--- src/rtl/mem_arbiter.sv ---
// Arbiter sharing one single-port synchronous RAM between the fetch port and the load/store port.
// Data wins contention, but only for MAX_DATA_RUN grants in a row; then a waiting fetch goes through.
module mem_arbiter #(
    parameter int AW           = 32,
    parameter int DW           = 32,
    parameter int MAX_DATA_RUN = 4
) (
    input  logic            clk,
    input  logic            rst,
    input  logic            i_req,
    input  logic [AW-1:0]   i_addr,
    output logic            i_gnt,
    output logic            i_rvalid,
    output logic [DW-1:0]   i_rdata,
    input  logic            d_req,
    input  logic            d_we,
    input  logic [DW/8-1:0] d_be,
    input  logic [AW-1:0]   d_addr,
    input  logic [DW-1:0]   d_wdata,
    output logic            d_gnt,
    output logic            d_rvalid,
    output logic [DW-1:0]   d_rdata,
    output logic            m_en,
    output logic            m_we,
    output logic [DW/8-1:0] m_be,
    output logic [AW-3:0]   m_addr,
    output logic [DW-1:0]   m_wdata,
    input  logic [DW-1:0]   m_rdata
);

    typedef enum logic [1:0] {
        RESP_NONE  = 2'd0,
        RESP_INSTR = 2'd1,
        RESP_DATA  = 2'd2
    } resp_t;

    resp_t      resp_q, resp_d;
    logic [3:0] run_cnt_q, run_cnt_d;
    logic       fetch_turn;

    // Byte-offset bits are deliberately dropped; lane selection is done with d_be.
    logic       unused_addr_bits;
    assign unused_addr_bits = ^{i_addr[1:0], d_addr[1:0]};

    assign fetch_turn = (run_cnt_q == 4'(MAX_DATA_RUN));

    always_comb begin
        i_gnt = 1'b0;
        d_gnt = 1'b0;
        if (!rst) begin
            if (i_req && d_req) begin
                i_gnt = fetch_turn;
                d_gnt = !fetch_turn;
            end else begin
                i_gnt = i_req;
                d_gnt = d_req;
            end
        end
    end

    assign m_en    = i_gnt | d_gnt;
    assign m_we    = d_gnt & d_we;
    assign m_be    = d_gnt ? d_be : '1;
    assign m_addr  = d_gnt ? d_addr[AW-1:2] : i_addr[AW-1:2];
    assign m_wdata = d_wdata;

    // Gating with rst kills a response whose grant happened just before reset.
    assign i_rvalid = !rst && (resp_q == RESP_INSTR);
    assign d_rvalid = !rst && (resp_q == RESP_DATA);
    assign i_rdata  = m_rdata;
    assign d_rdata  = m_rdata;

    always_comb begin
        resp_d = RESP_NONE;
        if (i_gnt) begin
            resp_d = RESP_INSTR;
        end else if (d_gnt && !d_we) begin
            resp_d = RESP_DATA;
        end
    end

    always_comb begin
        run_cnt_d = run_cnt_q;
        if (i_gnt || !i_req) begin
            run_cnt_d = 4'd0;
        end else if (d_gnt && (run_cnt_q != 4'hF)) begin
            run_cnt_d = run_cnt_q + 4'd1;
        end
    end

    always_ff @(posedge clk) begin
        if (rst) begin
            resp_q    <= RESP_NONE;
            run_cnt_q <= 4'd0;
        end else begin
            resp_q    <= resp_d;
            run_cnt_q <= run_cnt_d;
        end
    end

endmodule

--- config.mk ---
export PLATFORM = sky130hd
export DESIGN_NAME = mem_arbiter
export DESIGN_NICKNAME = d
export VERILOG_FILES = /design/src/rtl/mem_arbiter.sv
export SDC_FILE = /design/constraint.sdc
export NUM_CORES = 1
export LEC_CHECK = 0
export CORE_AREA = 4 4 104 106
export CTS_BUF_LIST = sky130_fd_sc_hd__clkbuf_8
export DETAILED_ROUTE_END_ITERATION = 7
export DIE_AREA = 0 0 108 110
export DONT_BUFFER_PORTS = 1
export MAX_ROUTING_LAYER = met4
export PLACE_DENSITY = 0.34
export SYNTH_ARGS = -nofsm -noshare
export SYNTH_HDL_FRONTEND = slang
export SYNTH_SLANG_ARGS = --single-unit
--- constraint.sdc ---
create_clock -name clk -period 3.3 [get_ports clk]
set_input_delay 0.33 -clock clk [delete_from_list [all_inputs] [get_ports clk]]
set_output_delay 0.33 -clock clk [all_outputs]
set_load 0.005 [all_outputs]
[Word-level counts from Yosys, hierarchy flattened]
Index checks and enable logic that the tools add are counted.
Word-level totals
  register bits after elaboration: 6
  latch bits: 0
  memory bits (writable): 0
  bits in read-only memories: 0
  output and inout port bits: 136
  memories kept: 0
Cells by class
  add/subtract/negate cells: 1
  multiply operators: 0
  div/mod/pow operators: 0
  magnitude comparators: 0
  equality and inequality tests: 4
  shift-type cells: 0
  multiplexer cells: 8
  bitwise gates (word level): 2
  reduce and logical (&&, ||, !) cells: 12
Operators with widths (count)
  two-way mux 30 bit: 1
  logical AND 1 bit: 5
  two-way mux 1 bit: 5
  adder 4 x 1 -> 4 bit (second input constant): 1
  == test 4 x 3 -> 1 bit (second input constant): 1
  logical NOT 1 bit: 4
  two-way mux 4 bit: 1
  inequality test 4 bit (second input constant): 1
  OR reduction 2 bit: 2
  == test 2 x 1 -> 1 bit (second input constant): 1
  == test 2 bit (second input constant): 1
  two-way mux 2 bit: 1
  AND 1 bit: 1
  logical OR 1 bit: 1
  OR 1 bit: 1

[Depth between registers and ports, before layout]
  depth in word-level cells: 7
  depth in mapped cells: 6
  depth with buffers taken out: 5

[Worst setup path after synthesis]
Ideal clock, no wire load.
  path kind: register -> output
  start point: register run_cnt_q[0]
  end point: output port m_addr[10]
  arrival time: 1528 ps
  data required time: 2970 ps
  path slack: 1442 ps
  cell stages (with the launch flop): 7
  path buffers: 2
  cell sequence: dfxtp_1 inv_1 ha_1 a311o_1 buf_6 buf_12 mux2_4
On the way
  longest elaborated chain between the ends: 5
Ends and longest elaborated chain
  from (decl): RTL line 38  | logic [3:0] run_cnt_q, run_cnt_d;
  from (signal assigned): RTL line 97  | run_cnt_q <= run_cnt_d;
  == test 4 x 3 -> 1 bit: RTL line 45  | assign fetch_turn = (run_cnt_q == 4'(MAX_DATA_RUN));
  logical NOT 1 bit: RTL line 53  | d_gnt = !fetch_turn;
  two-way mux 1 bit: RTL line 51  | if (i_req && d_req) begin
  two-way mux 1 bit: RTL line 50  | if (!rst) begin
  two-way mux 30 bit: RTL line 64  | assign m_addr = d_gnt ? d_addr[AW-1:2] : i_addr[AW-1:2];
  to (decl): RTL line 26  | output logic [AW-3:0] m_addr,
Every way passes these cells.

[Final worst setup path]
  start point: register run_cnt_q[2]
  end point: output port m_addr[3]
Same word-level chain as after synthesis.

==> results.yml <==
floorplan:
  io_pins: 273
  start_util: 0.159
  die_h_um: 110
  core_sq_mm: 0.00977
  dieArea_sq_mm: 0.0119
  fp.dieW_um: 108
  row_count: 36
job:
  max_cap_violations: 0
routing:
  dr.pass1.iters: 3
  drtIter0Drc: 17
  wl_um: 2810
  ant_nets: 0
  dr_total_vias: 651
  wl_per_cell_um: 13.6
  drc: 0
  vias_per_cell: 3.14
synth:
  synthCells: 171
  synthMostInstantiatedCell: "buf_4"
  async_reset_ff_frac: 0
  synth.area.top_cells: "buf_4 46%, mux2_4 22%, dfxtp_1 7.7%"
  synth_seq_cells: 6
  yosysTopAreaCell: "buf_4"
  synth_edf_count: 0
  avgSynthCellArea_sq_um: 9.07
  synth_flop_cell: "dfxtp_1"
  synth_commonest_cells: "96 x buf_4, 23 x mux2_4, 7 x mux2_2"
  synth_nets: 310
  yosysSeqAreaShare: 0.0775
  yosys_warnings: 0
  syn_area_sq_mm: 0.00155
  synth_cell_types: 23
  synth_top_area_share: 0.465
layout:
  final_area_sq_um: 976
  drive_above_1_share: 0.541
  syn2layout_area_growth_pct: -37.0
  nets: 215
  num_antenna_cells: 0
clocking:
  cts_tree: "built"
  clkSinkCount: 6
  postCtsSetupBuffers: 0
  cts_htree_levels: 1
  root_buffer: "clkbuf_8"
  cts.reportedPaths.clkPinSlew_ns: 0.04
  clk_latency_ns: 0.22
  ctsResizeCount: 0
  cts_hold_buffers: 0
  max-clock-path-buffers: 2
  cts_inserted_buffers: 3
worst_setup_path:
  end_kind: "output port"
  ff2ff_path_depth: 3
  path_max_fanout: 37
  r2r_slack_ns: 1.56
  reg2reg_from: "run_cnt_q[2]$_SDFFE_PP0P_"
  critPathTopFamily: "compound AO/OA/AOI/OAI gates"
  cp_cell_sequence: "nor2b_4 > a311o_2 > mux2_2"
  crit_buf_inv: 0
  cp.arrival_ns: 2.21
  worst_path_max_delay_cell: "a311o_2"
  critical_path_required_ns: 2.97
  path_class: "reg -> out"
  max_stage_delay_ns: 0.92
  setup.worst_path.start_class: "flip-flop"
  r2r-end: "resp_q[1]$_SDFF_PP0_"
timing:
  slew_headroom: 0.268
  max_clock_freq_mhz: 394
  fin_setup_tns_ns: 0
  finalCriticalPeriod_ns: 2.54
  fin_skew_ns: 0.00103
  setup_ws_ns: 0.764
  whs_ns: 0.178
  tightest_slew_ns: 1.10
  drv_slew: 0
  setup_viol: 0
  rsz0062_at_grt: "false"
  hold_viol: 0
  period_share: 0.769
place:
  post-dp-hpwl_um: 2360
  post-place-ws_ns: 0.973
  place.gp.congestion: 0.609
  dpl_cell_area_sq_um: 935
  port_buffers: 0
grt:
  antenna_found_initial: 0
  grt_max_degree: 38
  track_usage: 0.0379
  grt_pass1_wl_um: 3370
  grt_overflow: 0
  grt_pass1_vias: 646
worst_hold_path:
  hp-start: "d_we"
  hold_depth: 1
  worstHoldEndpoint: "resp_q[1]$_SDFF_PP0_"
  hold_class: "in -> reg"
pwr:
  p_leak_nw: 0.396
  ir_drop_uv: 229
  powerDensity_mw_per_mm2: 270
  power_mw: 0.263
outcome:
  outcome: "finished clean"
-- cell families after synthesis --
logic type | after synthesis | synth area share
buf+inv | 106 | 0.520
mux | 31 | 0.280
simple gates | 19 | 0.0759
compound gates | 6 | 0.0250
flops | 6 | 0.0775
fa+ha+maj | 2 | 0.0161
xor+xnor | 1 | 0.00565
-- where the power goes --
part / total (mW) / switching [mW] / leakage, nW / internal, mW
sequential: 0.0759 / 0.00128 / 0.0488 / 0.0746
clock: 0.109 / 0.0304 / 0.0216 / 0.0783
combinational: 0.0787 / 0.0326 / 0.326 / 0.0461
total: 0.263 / 0.0643 / 0.396 / 0.199
-- placed cells by master, fill, tap and decap left out, types with 2 or more instances in the layout --
cell       n
mux2_4    23
clkbuf_8   3
a21oi_1    3
nor2_1     5
nand3_1    2
dfxtp_1    6
nor3b_1    3
inv_1      6
ha_1       2
mux2_2     7
or2_2      4
-- state kept, by name (all words and copies together), names as in the netlist --
name       cells
run_cnt_q      4
resp_q         2
-- area by class of cell --
class	instances	area [sq um]
clock buffer	3	41.3
fill	1139	8800
sequential	6	120
multi-input combinational	59	626
tap	133	166
inverter	6	22.5
-- worst max-delay path by stage --
stage,from,endpoint,slack [ns],cells after the start
6_report,run_cnt_q[2]$_SDFFE_PP0P_,m_addr[3],0.76,3
5_1_grt,run_cnt_q[2]$_SDFFE_PP0P_,m_addr[3],0.61,3
4_1_cts,run_cnt_q[0]$_SDFFE_PP0P_,m_addr[3],0.73,4
3_5_place_dp,run_cnt_q[0]$_SDFFE_PP0P_,m_addr[3],0.97,4
3_3_place_gp,run_cnt_q[0]$_SDFFE_PP0P_,m_addr[3],0.99,4
2_1_floorplan,run_cnt_q[0]$_SDFFE_PP0P_,m_addr[10],1.44,6
-- per-stage QoR --
step	utilization	std cells
floorplan	-	171
global placement	0.0956	204
detailed placement	0.0956	204
CTS	0.0998	207
global route	0.0998	207
finish	0.0998	207
-- routing by layer --
layer	wire, um	global-route usage
met1	932	0.0414
met2	1350	0.0582
met3	482	0.0186
met4	44	0.0171
met5	0	-
Note: power is estimated with default switching activity, not from simulation.
